`config.mk`:
```
export PLATFORM = sky130hd
export DESIGN_NAME = uart_tx_peri
export DESIGN_NICKNAME = d
export VERILOG_FILES = /design/src/rtl/uart_tx_peri.sv
export SDC_FILE = /design/constraint.sdc
export NUM_CORES = 1
export LEC_CHECK = 0
export CAP_MARGIN = 25
export CORE_UTILIZATION = 35
export CTS_BUF_LIST = sky130_fd_sc_hd__clkbuf_4
export CTS_CLUSTER_DIAMETER = 40
export CTS_CLUSTER_SIZE = 40
export DETAILED_ROUTE_END_ITERATION = 10
export SYNTH_ARGS = -nofsm -noshare
export SYNTH_HDL_FRONTEND = slang
export SYNTH_SLANG_ARGS = --single-unit
```
`constraint.sdc`:
```
create_clock -name clk -period 10.04 [get_ports clk]
set_input_delay 1.004 -clock clk [delete_from_list [all_inputs] [get_ports clk]]
set_output_delay 1.004 -clock clk [all_outputs]
set_load 0.005 [all_outputs]
```
`src/rtl/uart_tx_peri.sv`:
```
// 8N1 UART transmitter on the core peripheral bus, fed by a small transmit FIFO; RD is combinational.
// Latency: tx falls one cycle after a store to an idle block; no backpressure, stores into a full FIFO are dropped and set ovf.
module uart_tx_fifo #(
    parameter int DEPTH = 4,
    parameter int WIDTH = 8,
    localparam int CW = $clog2(DEPTH + 1)
) (
    input  logic             clk,
    input  logic             rst,
    input  logic             push,
    input  logic [WIDTH-1:0] push_dat,
    input  logic             pop,
    output logic [WIDTH-1:0] head_dat,
    output logic [CW-1:0]    count,
    output logic             full,
    output logic             empty
);
    localparam int PW = $clog2(DEPTH);

    logic [WIDTH-1:0] mem [DEPTH];
    logic [PW-1:0]    wr_ptr;
    logic [PW-1:0]    rd_ptr;
    logic             do_push;
    logic             do_pop;

    assign full     = count == CW'(DEPTH);
    assign empty    = count == '0;
    assign do_push  = push && !full;
    assign do_pop   = pop && !empty;
    assign head_dat = mem[rd_ptr];

    // Pointers wrap naturally because DEPTH is a power of two.
    always_ff @(posedge clk) begin
        if (rst) begin
            wr_ptr <= '0;
            rd_ptr <= '0;
            count  <= '0;
        end else begin
            if (do_push) wr_ptr <= wr_ptr + PW'(1);
            if (do_pop)  rd_ptr <= rd_ptr + PW'(1);
            if (do_push && !do_pop)      count <= count + CW'(1);
            else if (!do_push && do_pop) count <= count - CW'(1);
        end
    end

    always_ff @(posedge clk) begin
        if (do_push) mem[wr_ptr] <= push_dat;
    end
endmodule

module uart_tx_peri #(
    parameter int FIFO_DEPTH     = 4,
    parameter int BAUD_DIV_RESET = 868
) (
    input  logic        clk,
    input  logic        rst,
    input  logic [4:0]  A,
    input  logic [31:0] WD,
    input  logic        WE,
    output logic [31:0] RD,
    output logic        tx
);
    localparam int CW = $clog2(FIFO_DEPTH + 1);
    localparam logic [1:0] IDLE  = 2'd0;
    localparam logic [1:0] START = 2'd1;
    localparam logic [1:0] DATA  = 2'd2;
    localparam logic [1:0] STOP  = 2'd3;

    logic [1:0]    state;
    logic [15:0]   div;
    logic [15:0]   bit_len;
    logic [15:0]   cnt;
    logic [7:0]    shift;
    logic [2:0]    bit_idx;
    logic          ovf;
    logic [7:0]    head_dat;
    logic [CW-1:0] count;
    logic          full;
    logic          empty;
    logic          busy;
    logic          sel_data;
    logic          sel_stat;
    logic          sel_div;
    logic          push;
    logic          pop;
    logic          bit_end;
    logic          unused_bits;

    assign unused_bits = ^{WD[31:16], A[1:0]};

    assign sel_data = A[4:2] == 3'd0;
    assign sel_stat = A[4:2] == 3'd1;
    assign sel_div  = A[4:2] == 3'd2;
    assign push     = WE && sel_data;
    assign bit_end  = cnt == bit_len - 16'd1;
    // The FIFO is popped either from IDLE or straight out of a finishing stop bit.
    assign pop      = ((state == IDLE) || ((state == STOP) && bit_end)) && !empty;
    assign busy     = !empty || (state != IDLE);

    uart_tx_fifo #(.DEPTH(FIFO_DEPTH), .WIDTH(8)) u_fifo (
        .clk      (clk),
        .rst      (rst),
        .push     (push),
        .push_dat (WD[7:0]),
        .pop      (pop),
        .head_dat (head_dat),
        .count    (count),
        .full     (full),
        .empty    (empty)
    );

    always_comb begin
        RD = '0;
        case (A[4:2])
            3'd1:    RD = {16'b0, 8'(count), 4'b0, ovf, empty, full, busy};
            3'd2:    RD = {16'b0, div};
            default: RD = '0;
        endcase
    end

    always_ff @(posedge clk) begin
        if (rst) begin
            state   <= IDLE;
            tx      <= 1'b1;
            ovf     <= 1'b0;
            div     <= 16'(BAUD_DIV_RESET);
            bit_len <= 16'(BAUD_DIV_RESET);
            cnt     <= '0;
            shift   <= '0;
            bit_idx <= '0;
        end else begin
            // An overflowing push wins over a simultaneous clear.
            if (push && full)                 ovf <= 1'b1;
            else if (WE && sel_stat && WD[3]) ovf <= 1'b0;

            if (WE && sel_div) div <= (WD[15:0] < 16'd2) ? 16'd2 : WD[15:0];

            case (state)
                IDLE: begin
                    tx <= 1'b1;
                    if (pop) begin
                        shift   <= head_dat;
                        bit_len <= div;
                        cnt     <= '0;
                        tx      <= 1'b0;
                        state   <= START;
                    end
                end
                START: begin
                    if (bit_end) begin
                        cnt     <= '0;
                        tx      <= shift[0];
                        bit_idx <= '0;
                        state   <= DATA;
                    end else begin
                        cnt <= cnt + 16'd1;
                    end
                end
                DATA: begin
                    if (bit_end) begin
                        cnt <= '0;
                        if (bit_idx == 3'd7) begin
                            tx    <= 1'b1;
                            state <= STOP;
                        end else begin
                            tx      <= shift[bit_idx + 3'd1];
                            bit_idx <= bit_idx + 3'd1;
                        end
                    end else begin
                        cnt <= cnt + 16'd1;
                    end
                end
                STOP: begin
                    if (bit_end) begin
                        cnt <= '0;
                        if (pop) begin
                            shift   <= head_dat;
                            bit_len <= div;
                            tx      <= 1'b0;
                            state   <= START;
                        end else begin
                            state <= IDLE;
                        end
                    end else begin
                        cnt <= cnt + 16'd1;
                    end
                end
                default: state <= IDLE;
            endcase
        end
    end
endmodule
```
==> results.md <==
* Failing checks: design-rule violations
* Post-Layout Inst Area at about 5900 um2
* Gr ovfl total at 0
* DRC viols at 20
* Kind of critical path: reg -> reg
* H-Tree Depth at 3
* Worst r2r path cells at 11
* Unrepaired setup endpoints after global routing: no
* Hold WS at ~0.47 ns
* Clock Pin Slew Worst Setup and Hold Paths at between 0.15 and 0.2 ns
* Hold path cells at 2
* Pwr per Cell Area at 204.8 nW/um2
* Synth cell types at between 50 and 60
* Lkg Pwr at around 2.1 nW
* Hold EP: bit_idx[2]
* Largest net degree at the start of global routing at 49
* # diodes at 0
* Wire per inst at approximately 16 um
* Outcome: finished, violations left
* Clk root buf: clkbuf_4
* Gr usage total at between 10% and 20%
* Post-Syn Instances at about 540
* RR Endpoint: u_fifo.count[2]
* Area after DPL at 5743 um2
* Final Max Tran Viols at 0
* Top FF cell, synth: dfxtp_1
* Final antenna-violating net count at 0
* Post-layout nets at 613
* TritonCTS clock tree: yes
* Commonest non-fill, non-tap cell in the layout: dfxtp_1
* Worst skew pair latency at 0.46 ns
* HP Class: reg -> reg
* First-pass DRT Iterations at 8
* Post-synthesis register bit count at between 100 and 150
* FF-to-FF Start: bit_len[2]
* Reg2Reg Setup Slack at 5.64 ns
* Core area at 14640 um2
* Height of the die at 124.8 um
* FILL cells at 1439
* CP startpoint: bit_len[2]
* CP Capture Type: flip-flop
* Highest clock rate at between 200 and 250 MHz
* Mapped Area at between 5000 and 6000 um2
* Top-area cell type share of the netlist area at between 20% and 30%
* Placer Congestion at between 0.8 and 0.9
* Hold_buf cts at 0
* Final Cycle Share at a little over two fifths
* Post-CTS resize count at 0
* Skew final at around 0.027 ns
* Fraction of registers with async set/reset at 0%
* Starting Density at between 30 and 40%
* Hold_sp: bit_idx[2]
* Crit path arrival time at between 4 and 5 ns
* Vias/cell at about 5.2
* Sequential area share after synthesis at between 40% and 50%
* Initial antenna violation count at 0
* Post-CTS setup buffer count at 0
* Share of layout cells above drive strength 1 at around 8.5%
* Slew @ Worst Pin at around 0.95 ns
* DR iter-0 viols at roughly 270
* Clock tree buffer depth at 2
* Area growth syn-to-layout at 12.27%
* Post-synth EDFFs at 32
* Fin crit period at 4.405 ns
* I/O pins at 73
* Biggest area consumer among synthesized cells: dfxtp_1
* Die area at around 16000 um2
* Hpwl dp at approximately 8400 um
* Total number of vias at just under 4000
* Max-cap violations at 0
* WL final at about 12000 um
* Slew Limit Headroom at between 30% and 40%
* Final TNS setup at 0 ns
* Worst Path Max Fanout at 8
* Synth warn at 0
* Most frequent cells in the layout: 72 x dfxtp_1, 61 x nand2_1, 48 x nor2_1, 37 x clkdlybuf4s50_1, 32 x edfxtp_1
* Hold Fails Final Rpt at 0
* DIE WIDTH at 124.8 um
* Critical path data required time at between 10 and 15 ns
* Setup crit start kind: flip-flop
* IO buf count at 38
* Core Rows at 44
* Max IR drop VDD at about 0.00011 V
* Final setup vio count at 0
* FF+latch area at roughly 2400 um2
* Syn Area/Cell at a little under 10 um2
* Vias in the first global route at 3963
* TritonCTS buffer count at 9
* Area contributors post-synth: dfxtp_1 27%, edfxtp_1 18%, mux2i_1 5.1%
* Multi-input logic area at between 2000 and 3000 um2
* Sink Count at about 100
* Global-route wire length before repair at between 15000 and 20000 um
-- critical path: stages, from the launching register on --
cell	delay, ns
dfxtp_1	0.42
nor4_1	0.81
nand2_1	0.13
or3_1	0.45
a2111oi_4	0.53
nor4b_4	0.57
a31oi_4	0.21
ha_1	0.26
fa_1	0.38
xnor2_1	0.14
or3_1	0.30
a21oi_1	0.14
-- final cells by class --
cell class              count  share of cell area (%)
multi-input cells         384                   44.80
clock buffers               9                   1.139
repair buffers             40                   6.921
inverters                  19                   1.203
flip-flops and latches    104                   40.51
well taps                 184                   3.883
clock inverters             7                   1.540
-- kinds of logic after synthesis --
logic type               count (synthesis)  share of synthesized area [%]
buffers and inverters                   62                          5.686
adder cells (fa/ha/maj)                 15                          3.696
flip-flops                             104                          45.49
AO/OA/AOI/OAI                           86                          11.89
XOR/XNOR                                24                          3.980
multiplexers                            39                          9.808
AND/OR/NAND/NOR                        204                          19.38
other                                    1                        0.07101
-- synth_stat cells (all sizes together) (10+ instances only) --
cell    number
ha          14
nand2       61
xnor2       18
mux4        10
a21oi       23
or3         12
edfxtp      32
buf         25
mux2i       27
dfxtp       72
inv         19
o211ai      12
nor2        48
nand3       17
clkbuf      18
o21ai       10
and2        16
-- state kept, by name, indices dropped and copies added, names as in the netlist, named ones only --
signal,flops
u_fifo.count,3
tx,1
ovf,1
u_fifo.rd_ptr,2
cnt,16
state,2
shift,8
bit_len,16
u_fifo.mem,32
bit_idx,3
div,16
u_fifo.wr_ptr,2
-- worst max-delay path by stage --
stage,endpoint,slack (ns),cells after the start
after detailed placement,u_fifo.count[2],5.68,11
after CTS,u_fifo.count[2],5.64,11
after floorplan,u_fifo.count[2],6.18,15
final,u_fifo.count[2],5.64,11
after global routing,u_fifo.count[2],5.26,11
after global placement,u_fifo.count[2],5.73,11
-- per-layer routing --
layer / up-vias / part of all wire, % / global-route usage, %
li1: 1936 / - / -
met1: 1876 / 49 / 20.27
met2: 81 / 46 / 26.47
met3: 12 / 3.5 / 3.179
met4: 0 / 1.6 / 5.811
met5: - / 0 / 0
-- power by group --
part	switching [mW]	total [mW]	internal [mW]	leakage [nW]
clock network	0.146	0.237	0.0917	0.0901
registers	0.0583	0.538	0.479	0.873
logic	0.231	0.439	0.208	1.14
-- through the flow --
stage / total power, mW / setup WS [ns] / utilization [%] / std cells
after floorplan: 0.8648 / 6.184 / - / 550
after global placement: 0.9549 / 5.731 / 39.22 / 730
after detailed placement: 0.9658 / 5.680 / 39.22 / 730
after CTS: 1.204 / 5.639 / 40.30 / 746
after global routing: 1.293 / 5.265 / 40.49 / 747
final: 1.214 / 5.635 / 40.49 / 747
Note: power is estimated with default switching activity, not from simulation.
